## src/rtl/dmem_arbiter.sv

```systemverilog
// dmem_arbiter: shares the single-port data RAM between the CPU load/store
// port and an I/O burst port. CPU accesses pass straight through to the RAM
// with no added latency. I/O bursts are atomic, and an I/O request that the
// CPU keeps blocking is forced in after STARVE_LIMIT cycles.
// Optional feature macro: ARB_BOUNDS_CHECK_EN enables word-index bounds
// checking against MEM_WORDS, with a sticky err flag. Without the macro,
// err is tied low.
module dmem_arbiter #(
  parameter int DATA_W       = 32,
  parameter int ADDR_W       = 32,
  parameter int LEN_W        = 4,
  parameter int STARVE_LIMIT = 8,
  parameter int MEM_WORDS    = 102
) (
  input  logic              clk,
  input  logic              rst_n,
  input  logic              cpu_req,
  input  logic              cpu_we,
  input  logic [ADDR_W-1:0] cpu_addr,
  input  logic [DATA_W-1:0] cpu_wdata,
  output logic [DATA_W-1:0] cpu_rdata,
  output logic              cpu_stall,
  input  logic              io_req,
  input  logic              io_we,
  input  logic [ADDR_W-1:0] io_base,
  input  logic [LEN_W-1:0]  io_len,
  input  logic [DATA_W-1:0] io_wdata,
  output logic              io_ack,
  output logic              io_beat,
  output logic [LEN_W-1:0]  io_idx,
  output logic [DATA_W-1:0] io_rdata,
  output logic              io_done,
  output logic              mem_we,
  output logic [ADDR_W-1:0] mem_a,
  output logic [DATA_W-1:0] mem_wd,
  input  logic [DATA_W-1:0] mem_rd,
  output logic              err
);

`ifdef ARB_BOUNDS_CHECK_EN
  localparam bit BOUNDS_EN = 1'b1;
`else
  localparam bit BOUNDS_EN = 1'b0;
`endif

  localparam int STARVE_W = $clog2(STARVE_LIMIT + 1);
  localparam logic [STARVE_W-1:0] STARVE_MAX = STARVE_W'(STARVE_LIMIT);
  localparam logic [ADDR_W-1:0]   WORD_LIMIT = ADDR_W'(MEM_WORDS);
  localparam logic [ADDR_W-1:0]   ALIGN_MASK = ~ADDR_W'(3);

  typedef enum logic [1:0] {
    IDLE  = 2'd0,
    BURST = 2'd1,
    DONE  = 2'd2
  } state_t;

  state_t              state_q, state_d;
  logic [STARVE_W-1:0] starve_q, starve_d;
  logic [LEN_W-1:0]    beat_q, beat_d;
  logic [LEN_W-1:0]    len_q, len_d;
  logic [ADDR_W-1:0]   base_q, base_d;
  logic                dir_we_q, dir_we_d;
  logic                err_q, err_d;

  logic                io_grant;
  logic                oob;
  logic [ADDR_W-1:0]   beat_addr;

  // True when a byte address lands beyond the last RAM word (feature builds only)
  function automatic logic out_of_range(input logic [ADDR_W-1:0] a);
    return BOUNDS_EN && ((a >> 2) >= WORD_LIMIT);
  endfunction

  assign io_grant  = io_req && (!cpu_req || (starve_q == STARVE_MAX));
  assign beat_addr = base_q + (ADDR_W'(beat_q) << 2);

  // Arbitration, RAM steering and next-state logic; all outputs forced low in reset
  always_comb begin
    state_d   = state_q;
    starve_d  = starve_q;
    beat_d    = beat_q;
    len_d     = len_q;
    base_d    = base_q;
    dir_we_d  = dir_we_q;
    err_d     = err_q;
    oob       = 1'b0;

    cpu_rdata = '0;
    cpu_stall = 1'b0;
    io_ack    = 1'b0;
    io_beat   = 1'b0;
    io_idx    = '0;
    io_rdata  = '0;
    io_done   = 1'b0;
    mem_we    = 1'b0;
    mem_a     = '0;
    mem_wd    = '0;

    unique case (state_q)
      IDLE: begin
        if (io_grant) begin
          io_ack    = 1'b1;
          cpu_stall = cpu_req;
          base_d    = io_base & ALIGN_MASK;
          len_d     = io_len;
          dir_we_d  = io_we;
          beat_d    = '0;
          starve_d  = '0;
          state_d   = BURST;
        end else if (cpu_req) begin
          oob       = out_of_range(cpu_addr);
          mem_a     = cpu_addr;
          mem_wd    = cpu_wdata;
          mem_we    = cpu_we && !oob;
          cpu_rdata = oob ? '0 : mem_rd;
          if (oob) err_d = 1'b1;
          if (!io_req) starve_d = '0;
          else if (starve_q != STARVE_MAX) starve_d = starve_q + STARVE_W'(1);
        end else begin
          starve_d = '0;
        end
      end
      BURST: begin
        oob       = out_of_range(beat_addr);
        io_beat   = 1'b1;
        io_idx    = beat_q;
        mem_a     = beat_addr;
        cpu_stall = cpu_req;
        if (dir_we_q) begin
          mem_we = !oob;
          mem_wd = io_wdata;
        end else begin
          io_rdata = oob ? '0 : mem_rd;
        end
        if (oob) err_d = 1'b1;
        if (beat_q == len_q - LEN_W'(1)) state_d = DONE;
        else beat_d = beat_q + LEN_W'(1);
      end
      DONE: begin
        io_done   = 1'b1;
        cpu_stall = cpu_req;
        beat_d    = '0;
        state_d   = IDLE;
      end
      default: begin
        state_d = IDLE;
      end
    endcase

    err = BOUNDS_EN ? err_q : 1'b0;

    if (!rst_n) begin
      cpu_rdata = '0;
      cpu_stall = 1'b0;
      io_ack    = 1'b0;
      io_beat   = 1'b0;
      io_idx    = '0;
      io_rdata  = '0;
      io_done   = 1'b0;
      mem_we    = 1'b0;
      mem_a     = '0;
      mem_wd    = '0;
      err       = 1'b0;
    end
  end

  // State, burst context, starvation counter and sticky error flag
  always_ff @(posedge clk or negedge rst_n) begin
    if (!rst_n) begin
      state_q  <= IDLE;
      starve_q <= '0;
      beat_q   <= '0;
      len_q    <= '0;
      base_q   <= '0;
      dir_we_q <= 1'b0;
      err_q    <= 1'b0;
    end else begin
      state_q  <= state_d;
      starve_q <= starve_d;
      beat_q   <= beat_d;
      len_q    <= len_d;
      base_q   <= base_d;
      dir_we_q <= dir_we_d;
      err_q    <= err_d;
    end
  end

endmodule

```

## config.mk

```make
export PLATFORM = sky130hd
export DESIGN_NAME = dmem_arbiter
export DESIGN_NICKNAME = d
export VERILOG_FILES = /design/src/rtl/dmem_arbiter.sv
export SDC_FILE = /design/constraint.sdc
export NUM_CORES = 1
export LEC_CHECK = 0
export CORE_AREA = 2 2 118 120
export DETAILED_ROUTE_END_ITERATION = 6
export DIE_AREA = 0 0 120 122
export GPL_TIMING_DRIVEN = 0
export PLACE_DENSITY_LB_ADDON = 0.15
export SYNTH_ARGS = -nofsm -noshare
export SYNTH_HDL_FRONTEND = slang
export SYNTH_SLANG_ARGS = --single-unit
export TNS_END_PERCENT = 100
```

## constraint.sdc

```tcl
create_clock -name clk -period 2.6 [get_ports clk]
set_input_delay 0.39 -clock clk [delete_from_list [all_inputs] [get_ports clk]]
set_output_delay 0.39 -clock clk [all_outputs]
set_load 0.01 [all_outputs]
```

# Word-level counts from Yosys, hierarchy flattened

Index checks and enable logic that the tools add are counted.
Widths: inputs -> output; s select.

Add/subtract/negate cells: 4
Eq/ne operators: 9
Muxes and demuxes: 43
Reduce and logical (&&, ||, !) cells: 10

Operators with widths:

| operator            | count |
|---|---|
| $mux 32             | 14 |
| $pmux 32 s2         | 2 |
| $add 32x6->32       | 1 |
| $mux 4              | 8 |
| $mux 1              | 13 |
| $pmux 4 s3          | 1 |
| $add 4x1->4 const B | 2 |
| $ne 2x2->1 const B  | 3 |
| $reduce_and 2->1    | 3 |
| $eq 4x4->1          | 1 |
| $eq 4x4->1 const B  | 1 |
| $mux 2              | 2 |
| $ne 4x2->1 const B  | 1 |
| $ne 4x4->1 const B  | 1 |
| $pmux 1 s2          | 2 |
| $pmux 2 s2          | 1 |
| $sub 4x1->4 const B | 1 |
| $reduce_and 3->1    | 1 |
| $reduce_bool 3->1   | 1 |
| $eq 2x1->1 const B  | 1 |
| $eq 2x2->1 const B  | 1 |
| $logic_not 2->1     | 1 |
| $reduce_or 2->1     | 1 |
| $logic_and 1x1->1   | 1 |
| other kinds (2)     | 2 |

Register bits: 45
Word-level logic and storage cells: 72

# Depth between registers and ports, before layout

Gate-level depths: netlist of run 1.

Depth after elaboration: 6
Depth in mapped cells: 9

# Worst setup path before layout of run 1

Ideal clock, no wire load.

Path type: reg-to-output
Start: register beat_q[0]
End: output port mem_a[30]
Arrival: 2.076 ns
Required time: 2.210 ns
Path slack: 0.134 ns
Cell stages (with the launch flop): 10
Path buffers: 1
Cells stage by stage: dfrtp_1 > ha_1 > inv_1 > fa_1 > nor2b_1 > o31a_1 > buf_2 > nand4_1 > xnor2_1 > o21ai_0

Cells in the longest elaborated chain, start to end: 3

RTL lines:

| what                     | line | source |
|---|---|---|
| start: declaration       | 59   | `logic [LEN_W-1:0] beat_q, beat_d;` |
| start signal: assignment | 180  | `beat_q <= beat_d;` |
| $add 32x6->32            | 75   | `assign beat_addr = base_q + (ADDR_W'(beat_q) << 2);` |
| $pmux 32 s2              | 99   | `unique case (state_q)` |
| $mux 32                  | 152  | `if (!rst_n) begin` |
| end: declaration         | 34   | `output logic [ADDR_W-1:0] mem_a,` |

Every way passes these cells.

# Final worst setup path of run 1

Start: register beat_q[0]
End: output port mem_a[6]

The elaborated chain is that of the path after synthesis.

==> run metrics, run 1 <==
TritonRoute pass-1 iters=6; average cell area after synthesis=8.04 um^2; largest family of logic cells by synthesized area=simple AND/OR/NAND/NOR gates; total congestion overflow=0; Worst Path Max Fanout=4; IO Count=308; die span in y=122 um; fillers=1286; Synth Area in XOR/XNOR=0.0749; Peak VDD IR=0.409 mV; vias per std cell=4.88; Unique masters post-synth=49; ys flop type=dfrtp_1; Pleak=3.57 nW; DIE AREA=14600 um^2; crit path DAT=2.41 ns; die width=120 um; CTS max path bufs=2; Final GP Congestion=0.945; Initial Util=0.294; Syn Std Cell Area=3970 um^2; relative slew slack=0.412; dominant cells by area after synthesis=dfrtp_1 (28%), and2_1 (11%), mux2_2 (8.2%), a22oi_1 (6.4%), xor2_1 (5.3%); initial antenna violation count=3; multiplexer share of the synthesized area=0.0872; share of the yosys chip area belonging to registers=0.283; Seq cells post-synth=45; Post-Syn Instances=494; final cell count without fillers=1026; vias in the first global route=5137; top-count cell post-synth=and2_1; Vias=5008; smallest hold slack=0.0572 ns; fin nets=1026; row count=43; first-pass GRT wire length=28300 um; cts bufs inserted=5; Core Area=13500 um^2; post-synthesis net count=677; EDFF count, synth=0; WL final=19100 um; WP data required=2.21 ns; Antenna Violating Nets Remaining=0; top cells by count, synth=and2_1 (70), nand2_1 (49), nor2_1 (47); wire per inst=18.7 um; HPWL after DPL=15500 um; H-tree depth=2; I/O Buffers=304; Setup WS post-layout=-0.199 ns; DP Cell Count=979; Fin. Hold Viols=0; failing checks=negative setup slack; Sink Count=45; maximum clock rate=0.357 GHz; CTS tree=built; CP startpoint kind=flop; period utilization=1.08; status=finished with violations; Yosys top cell by area=dfrtp_1; PD cells=662 nW/um^2; initial DRC count=163; Final Max Slew Viols=0; Clk Latency, worst-skew pair=0.28 ns; post-synthesis simple-gate area fraction=0.298; RSZ-0062 raised after global routing=yes; final-report setup violation count=22; min Tclk post-route=2.80 ns; Total GRT Usage=0.250; Worst-Margin Slew=0.880 ns; largest net degree at the start of global routing=28; HP Class=input pin to async pin; Max Cap Viol=0; clk slew on worst S/H paths=0.06 ns; post-synthesis compound-gate area fraction=0.152; share of cells above drive strength 1=0.281; clock root cell=clkbuf_16; layout overhead on the synthesized area=97.8%; worst clock skew=0.00453 ns; Post-Synth Adder-Cell Area=0.0428; Fin Setup TNS=-2.22 ns; post-route DRC violation count=0; Synth top area share=0.283; asr flop ratio synth=1.00; Crit Path Class=flop to primary output; critical path endpoint category=primary output; Ys Warns=0
==> worst max-delay path, cell delays in order (launching register included) <==
cell      delay (ns)
dfrtp_2         0.44
ha_4            0.18
inv_2           0.05
fa_2            0.21
nor2b_2         0.05
o31a_1          0.31
buf_6           0.17
buf_12          0.12
buf_6           0.11
a211oi_4        0.20
a21oi_1         0.06
nor2_1          0.10
buf_2           0.14
==> what timing repair did <==
action / CTS / global route
setup buffers: 27 / 6
gates cloned: 3 / 1
hold buffers: 1 / 0
endpoints found under the setup margin: 136 / 90
gates resized for setup: 321 / 111
endpoints found under the hold margin: 18 / 0
pin swaps: 24 / 13
==> power by group <==
group          total, W  internal, W  switching [W]
registers       0.00135     0.000998       0.000353
logic           0.00323      0.00165        0.00159
clock network  0.000614     0.000352       0.000262
total           0.00520      0.00300        0.00220
==> state kept, by name (all words and copies together) (netlist names) <==
signal    cells
base_q       30
beat_q        4
len_q         4
starve_q      4
state_q       2
dir_we_q      1
==> per-stage QoR <==
step                cell area, um^2  power, W  utilization  worst slack, ns
floorplan                      3970   0.00288            -            0.134
global placement               7240   0.00419        0.536            -2.50
detailed placement             7260   0.00426        0.537           -0.909
CTS                            7770   0.00507        0.575           -0.202
global route                   7860   0.00557        0.582           -0.340
finish                         7860   0.00520        0.582           -0.199
==> final cells by class <==
cell class	count	area, um^2	area share
repair buffers	343	3060	0.389
plain buffers	35	332	0.0422
multi-input cells	396	2900	0.369
inverters	17	63.8	0.00812
well taps	180	225	0.0287
clock inverters	3	17.5	0.00223
diodes	2	5.00	0.000637
flip-flops and latches	45	1130	0.144
clock buffers	5	125	0.0159
==> path summary, 6_finish.rpt <==
check                           start    endpoint  slack (ns)  depth (start not counted)
max                         beat_q[0]    mem_a[6]       -0.20                         12
min                             rst_n    len_q[1]        0.06                          2
max reg2reg                state_q[0]  base_q[19]        0.53                          8
min reg2reg                base_q[31]  base_q[31]        0.54                          1
max in group asynchronous       rst_n   base_q[7]        1.19                          2
min in group clk           base_q[31]  base_q[31]        0.54                          1
==> routing by layer <==
| metal | up-vias | track usage | share of wire |
|---|---|---|---|
| li1 | 2408 | - | - |
| met1 | 2377 | 0.279 | 0.38 |
| met2 | 187 | 0.460 | 0.52 |
| met3 | 34 | 0.0529 | 0.066 |
| met4 | 2 | 0.101 | 0.029 |
| met5 | - | 0 | 0.00084 |
==> cells in the final DEF, fill, tap and decap left out, types with 4 or more instances in the layout <==
master | Yosys | routed
and2_1 | 70 | 69
buf_6 | 2 | 14
a22oi_2 | 0 | 17
dlygate4sd2_1 | 0 | 61
nor2_1 | 47 | 44
a22oi_1 | 34 | 17
nand3_2 | 0 | 8
nand3_1 | 14 | 5
nand4_1 | 16 | 16
clkbuf_8 | 0 | 7
and3_1 | 9 | 8
o21ai_1 | 6 | 19
clkdlybuf4s15_1 | 0 | 9
buf_4 | 3 | 31
dfrtp_2 | 0 | 5
xor2_1 | 24 | 23
mux2_2 | 29 | 29
dfrtp_1 | 45 | 40
clkbuf_2 | 0 | 39
inv_2 | 0 | 5
ha_1 | 12 | 6
xnor2_1 | 10 | 10
nand2_1 | 49 | 47
buf_2 | 11 | 26
clkbuf_4 | 0 | 6
o21ai_0 | 28 | 14
a21oi_1 | 5 | 4
inv_1 | 17 | 12
clkbuf_16 | 0 | 6
clkdlybuf4s50_1 | 0 | 170
==> kinds of logic after synthesis <==
logic type | count (synthesis)
xor+xnor | 34
buf+inv | 53
mux | 31
fa+ha+maj | 13
compound gates | 92
simple gates | 225
other cells | 1
flops | 45
(Power assumes the default switching activity.)
==> run 2: changes to the inputs <==
--- a/config.mk
+++ b/config.mk
@@ -10,6 +10,7 @@
 export DIE_AREA = 0 0 120 122
 export GPL_TIMING_DRIVEN = 0
 export PLACE_DENSITY_LB_ADDON = 0.15
+export SETUP_SLACK_MARGIN = 0.4
 export SYNTH_ARGS = -nofsm -noshare
 export SYNTH_HDL_FRONTEND = slang
 export SYNTH_SLANG_ARGS = --single-unit
==> run 2 against run 1 <==
Sequential power up 3%. Final area up 22%. Maximum frequency is 0.82% lower. Combinational power up 42%. Worst hold slack worse by 0.036 ns. The run still ends with negative setup slack left. Critical path type unchanged. Power rose by 27%. Via count rose by 9.9%. Non-clock buffer count up 85. Critical path depth is 2 lower. Routed wire length grew 19%.
==> run metrics, run 2 (same netlist as run 1, synthesis figures left out) <==
status=finished with violations (unchanged); failing checks=negative setup slack (unchanged); number of flip-flops in the largest register=30 (unchanged); HP Class=input pin to async pin (unchanged); WP data required=2.21 ns (about the same); clk slew on worst S/H paths=0.06 ns (about the same); Core Area=13500 um^2 (unchanged); Peak VDD IR=0.408 mV (was 0.409 mV); Max Cap Viol=0 (unchanged); Crit Path Class=flop to primary output (unchanged); die width=120 um (unchanged); IO Count=308 (unchanged); Place WS=-0.938 ns (was -0.909 ns); Final Max Slew Viols=0 (unchanged); RSZ-0062 raised after global routing=yes (unchanged); Setup WS post-layout=-0.222 ns (was -0.199 ns); leading cell type in the layout, fill and taps excluded=clkdlybuf4s50_1 (unchanged); wire per inst=20.4 um (was 18.7 um); min Tclk post-route=2.82 ns (was 2.80 ns); vias per std cell=4.95 (was 4.88); Final GP Congestion=0.947 (was 0.945); CTS tree=built (unchanged); DIE AREA=14600 um^2 (unchanged); Multi-input gate area=3390 um^2 (was 2900 um^2); share of cells above drive strength 1=0.550 (was 0.281); Fin. Hold Viols=0 (unchanged); vias in the first global route=5442 (was 5137); Crit path buffers/inverters=3 (was 5); worst clock skew=0.00408 ns (was 0.00453 ns); largest net degree at the start of global routing=27 (was 28); maximum clock rate=0.354 GHz (was 0.357 GHz); largest reg by FF count=base_q (unchanged); cts bufs inserted=5 (unchanged); period utilization=1.09 (was 1.08); Worst Path Max Fanout=5 (was 4); Antenna Violating Nets Remaining=0 (unchanged); Final Cell Area=9560 um^2 (was 7860 um^2); Clk Latency, worst-skew pair=0.29 ns (was 0.28 ns); Worst-Margin Slew=0.943 ns (was 0.880 ns); critical path's top delay family=adder cells (was buffers and inverters); initial DRC count=235 (was 163); I/O Buffers=304 (unchanged); initial antenna violation count=4 (was 3); fin nets=1111 (was 1026); slowest CP cell=dfrtp_2 (unchanged); Initial Util=0.294 (unchanged); CTS max path bufs=2 (unchanged); uppermost layer routed=met4 (was met5); Pleak=4.23 nW (was 3.57 nW); row count=43 (unchanged); total congestion overflow=0 (unchanged); crit path DAT=2.43 ns (was 2.41 ns); slowest stage delay, CP=0.40 ns (was 0.44 ns); Met3 Wirelength=1500 um (was 1270 um); first-pass GRT wire length=30900 um (was 28300 um); most frequent cells in the layout=clkdlybuf4s50_1 (165), buf_6 (127), buf_2 (68) (was clkdlybuf4s50_1 (170), and2_1 (69), dlygate4sd2_1 (61)); Fin Setup TNS=-2.18 ns (was -2.22 ns); die span in y=122 um (unchanged); PD cells=689 nW/um^2 (was 662 nW/um^2); WL final=22700 um (was 19100 um); CP startpoint kind=flop (unchanged); layout overhead on the synthesized area=141% (was 97.8%); final-report setup violation count=16 (was 22); post-route DRC violation count=0 (unchanged); critical path endpoint category=primary output (unchanged); relative slew slack=0.369 (was 0.412); Placement Cell Area=7310 um^2 (was 7260 um^2); DR WL met2=11900 um (was 10000 um); H-tree depth=2 (unchanged); TritonRoute pass-1 iters=4 (was 6); Total GRT Usage=0.275 (was 0.250); cells along the critical path=ha_4, inv_2, fa_2, nor2b_2, o31a_1, buf_6, nand4_1, xnor2_2, o21ai_1, buf_2 (was ha_4, inv_2, fa_2, nor2b_2, o31a_1, buf_6, buf_12, buf_6, a211oi_4, a21oi_1, nor2_1, buf_2); Metal-1 WL=8120 um (was 7270 um); HPWL after DPL=15700 um (was 15500 um); Seq. cell area=1130 um^2 (unchanged); fillers=1003 (was 1286); Sink Count=45 (unchanged); Vias=5505 (was 5008); clock root cell=clkbuf_16 (unchanged)
## run 2: cell types whose count changed in the layout (fill, tap and decap cells not counted), moves of 36 or more
cell	change
and2_1	-62
and2_4	+63
buf_2	+42
buf_6	+113
clkbuf_2	-36
dlygate4sd2_1	-59
## run 2: power breakdown
group	internal (W)	switching [W]	total (W)
registers	0.000998	0.000388	0.00139
clock network	0.000358	0.000262	0.000620
logic	0.00257	0.00201	0.00458
total	0.00393	0.00266	0.00659
## run 2: repair_timing
action / 4_1_cts / 5_1_grt
resized for setup: 813 / 170
hold buffers: 1 / 0
pin swaps: 51 / 107
endpoints found under the hold margin: 19 / 0
gates cloned: 6 / 5
setup buffers: 75 / 35
endpoints found under the setup margin: 147 / 139
## run 2: path summary, 6_finish.rpt
| path | startpoint | endpoint | slack [ns] | depth (start not counted) |
|---|---|---|---|---|
| worst min-delay path | rst_n | len_q[1] | 0.02 | 2 |
| worst max-delay path | beat_q[0] | mem_a[30] | -0.22 | 10 |
| worst max register to register | starve_q[0] | beat_q[0] | 0.47 | 12 |
| worst min register to register | base_q[31] | base_q[31] | 0.54 | 1 |
| min in group clk | base_q[31] | base_q[31] | 0.54 | 1 |
| max in group asynchronous | rst_n | base_q[7] | 1.16 | 2 |
## run 2: final cells by class
| cell class | instances | area share |
|---|---|---|
| Clock buffer | 8 | 0.0143 |
| Antenna cell | 4 | 0.00105 |
| Buffer | 36 | 0.0508 |
| Inverter | 17 | 0.00667 |
| Timing Repair Buffer | 427 | 0.431 |
| Multi-Input combinational cell | 396 | 0.355 |
| Sequential cell | 45 | 0.118 |
| Tap cell | 180 | 0.0235 |
## run 2: routing by layer
layer  vias to the layer above  GRT usage
met1                      2637      0.296
met2                       225      0.495
met4                         0      0.150
met3                        69     0.0646
li1                       2574          -
met5                         -          0
## run 2: through the flow
stage	power [W]	std cells	hold slack, ns	utilization
detailed placement	0.00433	979	0.401	0.541
global placement	0.00425	978	0.508	0.540
CTS	0.00593	1069	0.0254	0.637
global route	0.00697	1112	0.0305	0.708
floorplan	0.00292	494	0.0944	-
finish	0.00659	1113	0.0208	0.708
==> RTL edit 1 (settings of run 1) <==
Build with the macro `ARB_BOUNDS_CHECK_EN` defined.
--- a/src/rtl/dmem_arbiter.sv
+++ b/src/rtl/dmem_arbiter.sv
@@ -5,6 +5,8 @@
 // Optional feature macro: ARB_BOUNDS_CHECK_EN enables word-index bounds
 // checking against MEM_WORDS, with a sticky err flag. Without the macro,
 // err is tied low.
+`define ARB_BOUNDS_CHECK_EN
+
 module dmem_arbiter #(
   parameter int DATA_W       = 32,
   parameter int ADDR_W       = 32,
Formal check against the unedited RTL: not equivalent (Yosys sat finds a counterexample within 4 cycles, from zero or initial values and one cycle with rst_n low).
==> RTL edit 1 against run 1 <==
  * The flow still finishes with violations (setup timing)
  * Via count grew 25%
  * Total power rose by 30%
  * Worst setup slack lost 1300 ps
  * Count of clock-buffer cells in the layout grew 2
  * First-iteration DRC count grew to 2.9 times the old value
  * Sequential cell count up 1
  * Utilization grew 12 points
  * Routed wire length rose by 20%
  * Sequential share of layout area decreased by 2.1 points
  * Design area increased by 20%
  * Final cell count grew 11%
  * Combinational power up 41%
  * Clock skew is 5.2 ps higher
  * Synthesized area up 19%
  * Highest routed layer is now met4
==> RTL edit 1: results (changes against run 1) <==
[detailed_routing]
highest_layer=met4  ; was met5
dr.pass1.iters=5  ; was 6
wl_met2_mm=12.16  ; was 10.04 mm
wl_met1_mm=8.391  ; was 7.265 mm
drt_iter0_markers=477  ; was 163
wl_per_cell_um=20.19  ; was 18.65 µm
vias=6260  ; was 5008
met3WireLength_mm=1.515  ; was 1.267 mm
finalWirelength_mm=22.90  ; was 19.14 mm

[placement]
post-place-ws_ps=-2120  ; was -908.8 ps
gp_congestion=0.9664  ; was 0.9450
portBuffers=305  ; was 304
hpwl_mm=17.73  ; was 15.50 mm
place_area_mm2=0.008531  ; was 0.007257 mm²
place_inst=1088  ; was 979

[status]
status=finished with violations  ; unchanged
violations=setup timing  ; unchanged

[critical_path]
crit_family=simple AND/OR/NAND/NOR gates  ; was buffers and inverters
cp_slowest_stage_delay_ps=570  ; was 440 ps
worstPathMaxFanout=6  ; was 4
arrival_ps=3670  ; was 2410 ps
crit_slowest_cell=or4b_4  ; was dfrtp_2

[logic_synthesis]
synth_mux_area_share_pct=9.168  ; was 8.722%
synth_compound_area_share_pct=16.88  ; was 15.21%
yosys-top-cells-count=nor2_1 (74), a22oi_1 (61), clkbuf_1 (58), dfrtp_1 (46), and2_1 (43)  ; was and2_1 (70), nand2_1 (49), nor2_1 (47), dfrtp_1 (45), a22oi_1 (34)
synthXorXnorAreaFrac_pct=7.028  ; was 7.494%
yosysUniqueCellTypes=52  ; was 49
synthTopCellsByArea=dfrtp_1 (24%), a22oi_1 (9.7%), mux2_2 (8.3%)  ; was dfrtp_1 (28%), and2_1 (11%), mux2_2 (8.2%)
synth_nets=785  ; was 677
yosys.area_share.adder_pct=3.593  ; was 4.282%
synth_seq_area_share_pct=24.31  ; was 28.34%
synth_most_common_cell=nor2_1  ; was and2_1
syn_area_per_cell_um2=7.867  ; was 8.044 µm²

[clocking]
clock_path_buffers=2  ; unchanged
clkSlewWorstSetupHoldPaths_ps=70
ctsHtreeMaxLevel=2  ; unchanged
post_cts.repair.setup_buffers=37  ; was 27
cts_resized=404  ; was 321
cts_buffers=5  ; unchanged

[sta]
clock_skew_ps=9.751  ; was 4.534 ps
worst_slack_ps=-1461  ; was -198.6 ps
setup_violations=109  ; was 22
slew_headroom_pct=52.82  ; was 41.15%
finalSetupTns_ps=-74240  ; was -2221 ps

[global_routing]
grt_pass1_vias=6141  ; was 5137
antenna_found_initial=1  ; was 3
grt_max_degree=37  ; was 28
grt_use_total_pct=29.89  ; was 24.97%
grt_pass1_wl_mm=34.42  ; was 28.32 mm

[final_layout]
drive_above_1_share_pct=34.63  ; was 28.08%

[pwr]
combPwrFrac_pct=67.1  ; was 62.2%
seq-power_mw=1.52  ; was 1.35 mW
vdd_drop_max_v=0.0005395  ; was 0.0004088 V
power_frac_seq_pct=22.5  ; was 26.0%
p_leak_nw=4.034  ; was 3.572 nW
swShare_pct=46.78  ; was 42.31%

[RTL edit 1: cell count changes after synthesis, moves of 7 or more]
cell | before | now
a22oi_1 | 34 | 61
and2_1 | 70 | 43
buf_2 | 11 | 3
clkbuf_1 | 20 | 58
nand2_1 | 49 | 19
nand3b_1 | 2 | 32
nor2_1 | 47 | 74
nor3_1 | 2 | 9
nor4_1 | 1 | 40
o21ai_0 | 28 | 8
xnor2_1 | 10 | 19
[RTL edit 1: cell families after synthesis]
group | Yosys count
adders and majority gates | 13
DFF | 46
and+or+nand+nor | 281
muxes | 39
AOI/OAI and AO/OA | 111
xor gates and xnor gates | 38
buffers and inverters | 74
[RTL edit 1: path summary, 6_finish.rpt]
path | start | endpoint | slack, ps | cells past startpoint
max in group asynchronous | rst_n | beat_q[2] | 1400 | 2
hold reg to reg | err_q | err_q | 480 | 1
hold / removal | rst_n | base_q[7] | 80 | 2
setup / recovery | beat_q[1] | mem_we | -1460 | 10
setup reg to reg | beat_q[1] | err_q | -730 | 11
min in group clk | err_q | err_q | 480 | 1
[RTL edit 1: layout make-up]
| type | count | area (µm²) |
|---|---|---|
| Antenna cell | 1 | 2.502 |
| Buffer | 50 | 370.4 |
| Clock buffer | 7 | 152.6 |
| Clock inverter | 1 | 8.758 |
| Fill cell | 1083 | 4068 |
| Inverter | 13 | 48.80 |
| Multi-Input combinational cell | 482 | 4264 |
| Sequential cell | 46 | 1164 |
| Tap cell | 180 | 225.2 |
| Timing Repair Buffer | 354 | 3201 |
[RTL edit 1: layer usage]
layer | vias to the layer above | GRT usage [%]
met3 | 55 | 5.805
met5 | - | 0
met1 | 3037 | 32.88
li1 | 2907 | -
met2 | 261 | 56.71
met4 | 0 | 10.88
==> RTL edit 2 (flow settings as in run 1) <==
Without the edit above. Re-encode `state_t` (3 states) as one-hot, 3 bits wide.
--- a/src/rtl/dmem_arbiter.sv
+++ b/src/rtl/dmem_arbiter.sv
@@ -48,10 +48,10 @@
   localparam logic [ADDR_W-1:0]   WORD_LIMIT = ADDR_W'(MEM_WORDS);
   localparam logic [ADDR_W-1:0]   ALIGN_MASK = ~ADDR_W'(3);
 
-  typedef enum logic [1:0] {
-    IDLE  = 2'd0,
-    BURST = 2'd1,
-    DONE  = 2'd2
+  typedef enum logic [2:0] {
+    IDLE  = 3'b001,
+    BURST = 3'b010,
+    DONE  = 3'b100
   } state_t;
 
   state_t              state_q, state_d;
Formal check against the unedited RTL: same outputs for any inputs over 4 cycles, from zero or initial values and one cycle with rst_n low; so few cycles prove little.
==> RTL edit 2 against run 1 <==
  * The flow still finishes with violations (setup timing)
  * Sequential cell count is 1 higher
  * Die area stayed put
  * Synthesized area increased by 2.4%
  * Design area increased by 6.9%
  * Total power fell by 30%
  * Utilization grew 4.0 points
  * Routed wire length increased by 1.4%
  * Clock skew is essentially flat
  * Worst setup slack gained 24 ps
==> RTL edit 2: results (changes against run 1) <==
[logic_synthesis]
yosys-top-cells-count=and2_1 (71), nand2_1 (49), nor2_1 (49), dfrtp_1 (45), a22oi_1 (36)  ; was and2_1 (70), nand2_1 (49), nor2_1 (47), dfrtp_1 (45), a22oi_1 (34)
yosysUniqueCellTypes=49  ; unchanged
synth_seq_area_share_pct=28.31  ; was 28.34%
synthTopCellsByArea=dfrtp_1 (28%), and2_1 (11%), mux2_2 (9.1%)  ; was dfrtp_1 (28%), and2_1 (11%), mux2_2 (8.2%)
yosys_warnings=0  ; unchanged
synth_nets=679  ; was 677
syn_area_per_cell_um2=8.140  ; was 8.044 µm²
synthArstFlopShare_pct=100.0  ; unchanged
synthFlopType=dfrtp_1  ; unchanged

[final_layout]
antenna_cells=0  ; was 2
fillers=1191  ; was 1286
largest_register_ffs=30  ; unchanged
final_nets=1049  ; was 1026
drive_above_1_share_pct=37.20  ; was 28.08%
fin_cells=1051  ; was 1026
final_area_mm2=0.008402  ; was 0.007859 mm²
regMostFlops=base_q  ; unchanged

[placement]
hpwl_mm=14.01  ; was 15.50 mm
place_inst=985  ; was 979
place_area_mm2=0.007353  ; was 0.007257 mm²
portBuffers=304  ; unchanged
gp_congestion=0.8127  ; was 0.9450
post-place-ws_ps=-1195  ; was -908.8 ps

[detailed_routing]
dr.pass1.iters=4  ; was 6
finalWirelength_mm=19.40  ; was 19.14 mm
vias=5297  ; was 5008
drt_iter0_markers=232  ; was 163

[clocking]
clkSlewWorstSetupHoldPaths_ps=60  ; about the same
clock_path_buffers=2  ; unchanged
root_buffer=clkbuf_16  ; unchanged
insertion_delay_ps=290
ctsHtreeMaxLevel=2  ; unchanged
cts_buffers=5  ; unchanged

[sta]
clock_skew_ps=4.375  ; was 4.534 ps
setup_violations=22  ; unchanged
slew_headroom_pct=43.83  ; was 41.15%
finalSetupTns_ps=-1439  ; was -2221 ps
worst_slack_ps=-174.7  ; was -198.6 ps

[critical_path]
arrival_ps=2380  ; was 2410 ps
crit_slowest_cell=dfrtp_2  ; unchanged
cp_slowest_stage_delay_ps=410  ; was 440 ps
worstPathMaxFanout=4  ; unchanged
crit_family=adder cells  ; was buffers and inverters

[global_routing]
grt_use_total_pct=24.64  ; was 24.97%
antenna_found_initial=1  ; was 3
grt_pass1_wl_mm=28.41  ; was 28.32 mm
grt_pass1_vias=5452  ; was 5137
grt_max_degree=31  ; was 28

[status]
status=finished with violations  ; unchanged
violations=setup timing  ; unchanged

[pwr]
vdd_drop_max_v=0.0002747  ; was 0.0004088 V
p_leak_nw=3.980  ; was 3.572 nW

[min_path]
hold_path.class=input pin to async pin  ; unchanged

[RTL edit 2: cell types whose count changed after synthesis, moves of 4 or more]
cell,change
a21oi_1,+4
xor2_1,-17
a32oi_1,+4
nor3_1,+8
nand4_1,-8
o21ai_0,+4
nor4b_1,+4
xnor2_1,+9
nand3_1,-5
mux2_2,+4
inv_1,-5
ha_1,-4
[RTL edit 2: repair_timing]
action                                 4_1_cts  5_1_grt
setup endpoints to repair                  137      127
cloned                                       7        2
endpoints found under the hold margin       17        0
pin swaps                                   35       69
hold buffers                                 1        0
setup buffers                               47       14
resized for setup                          515      129
[RTL edit 2: power breakdown]
group          switching (mW)  internal (mW)  total [mW]
clock network           0.273          0.358       0.631
registers               0.232          0.917        1.15
logic                   0.804           1.04        1.84
total                    1.31           2.31        3.62
[RTL edit 2: worst paths after layout]
| path | startpoint | to | slack [ps] | cells past startpoint |
|---|---|---|---|---|
| min in group clk | len_q[3] | len_q[3] | 540 | 1 |
| hold / removal | rst_n | base_q[18] | 50 | 2 |
| max in group asynchronous | rst_n | beat_q[1] | 1290 | 2 |
| setup / recovery | beat_q[0] | mem_a[26] | -170 | 10 |
| hold reg to reg | len_q[3] | len_q[3] | 540 | 1 |
| setup reg to reg | len_q[0] | beat_q[3] | 360 | 6 |
[RTL edit 2: area by class of cell]
| type | count | area share (%) |
|---|---|---|
| Buffer | 29 | 3.232 |
| Multi-Input combinational cell | 407 | 38.35 |
| Clock buffer | 8 | 1.623 |
| Sequential cell | 46 | 13.79 |
| Tap cell | 180 | 2.681 |
| Inverter | 12 | 0.5361 |
| Timing Repair Buffer | 369 | 39.79 |
[RTL edit 2: kinds of logic (layout without fill, tap and decap cells)]
family / after synthesis / in the layout / share of synthesized area (%)
fa+ha+maj: 9 / 9 / 2.951
xor+xnor: 26 / 26 / 5.595
other cells: 1 / 1 / 0.09213
simple gates: 240 / 240 / 31.88
compound gates: 93 / 93 / 15.12
buf+inv: 47 / 418 / 5.687
flops: 46 / 46 / 28.31
mux: 38 / 38 / 10.36
[RTL edit 2: layer usage]
metal | wire (µm) | global-route usage, %
met3 | 1474 | 6.742
met2 | 10100 | 45.03
met4 | 374 | 5.735
met5 | 14 | 0
met1 | 7432 | 28.58
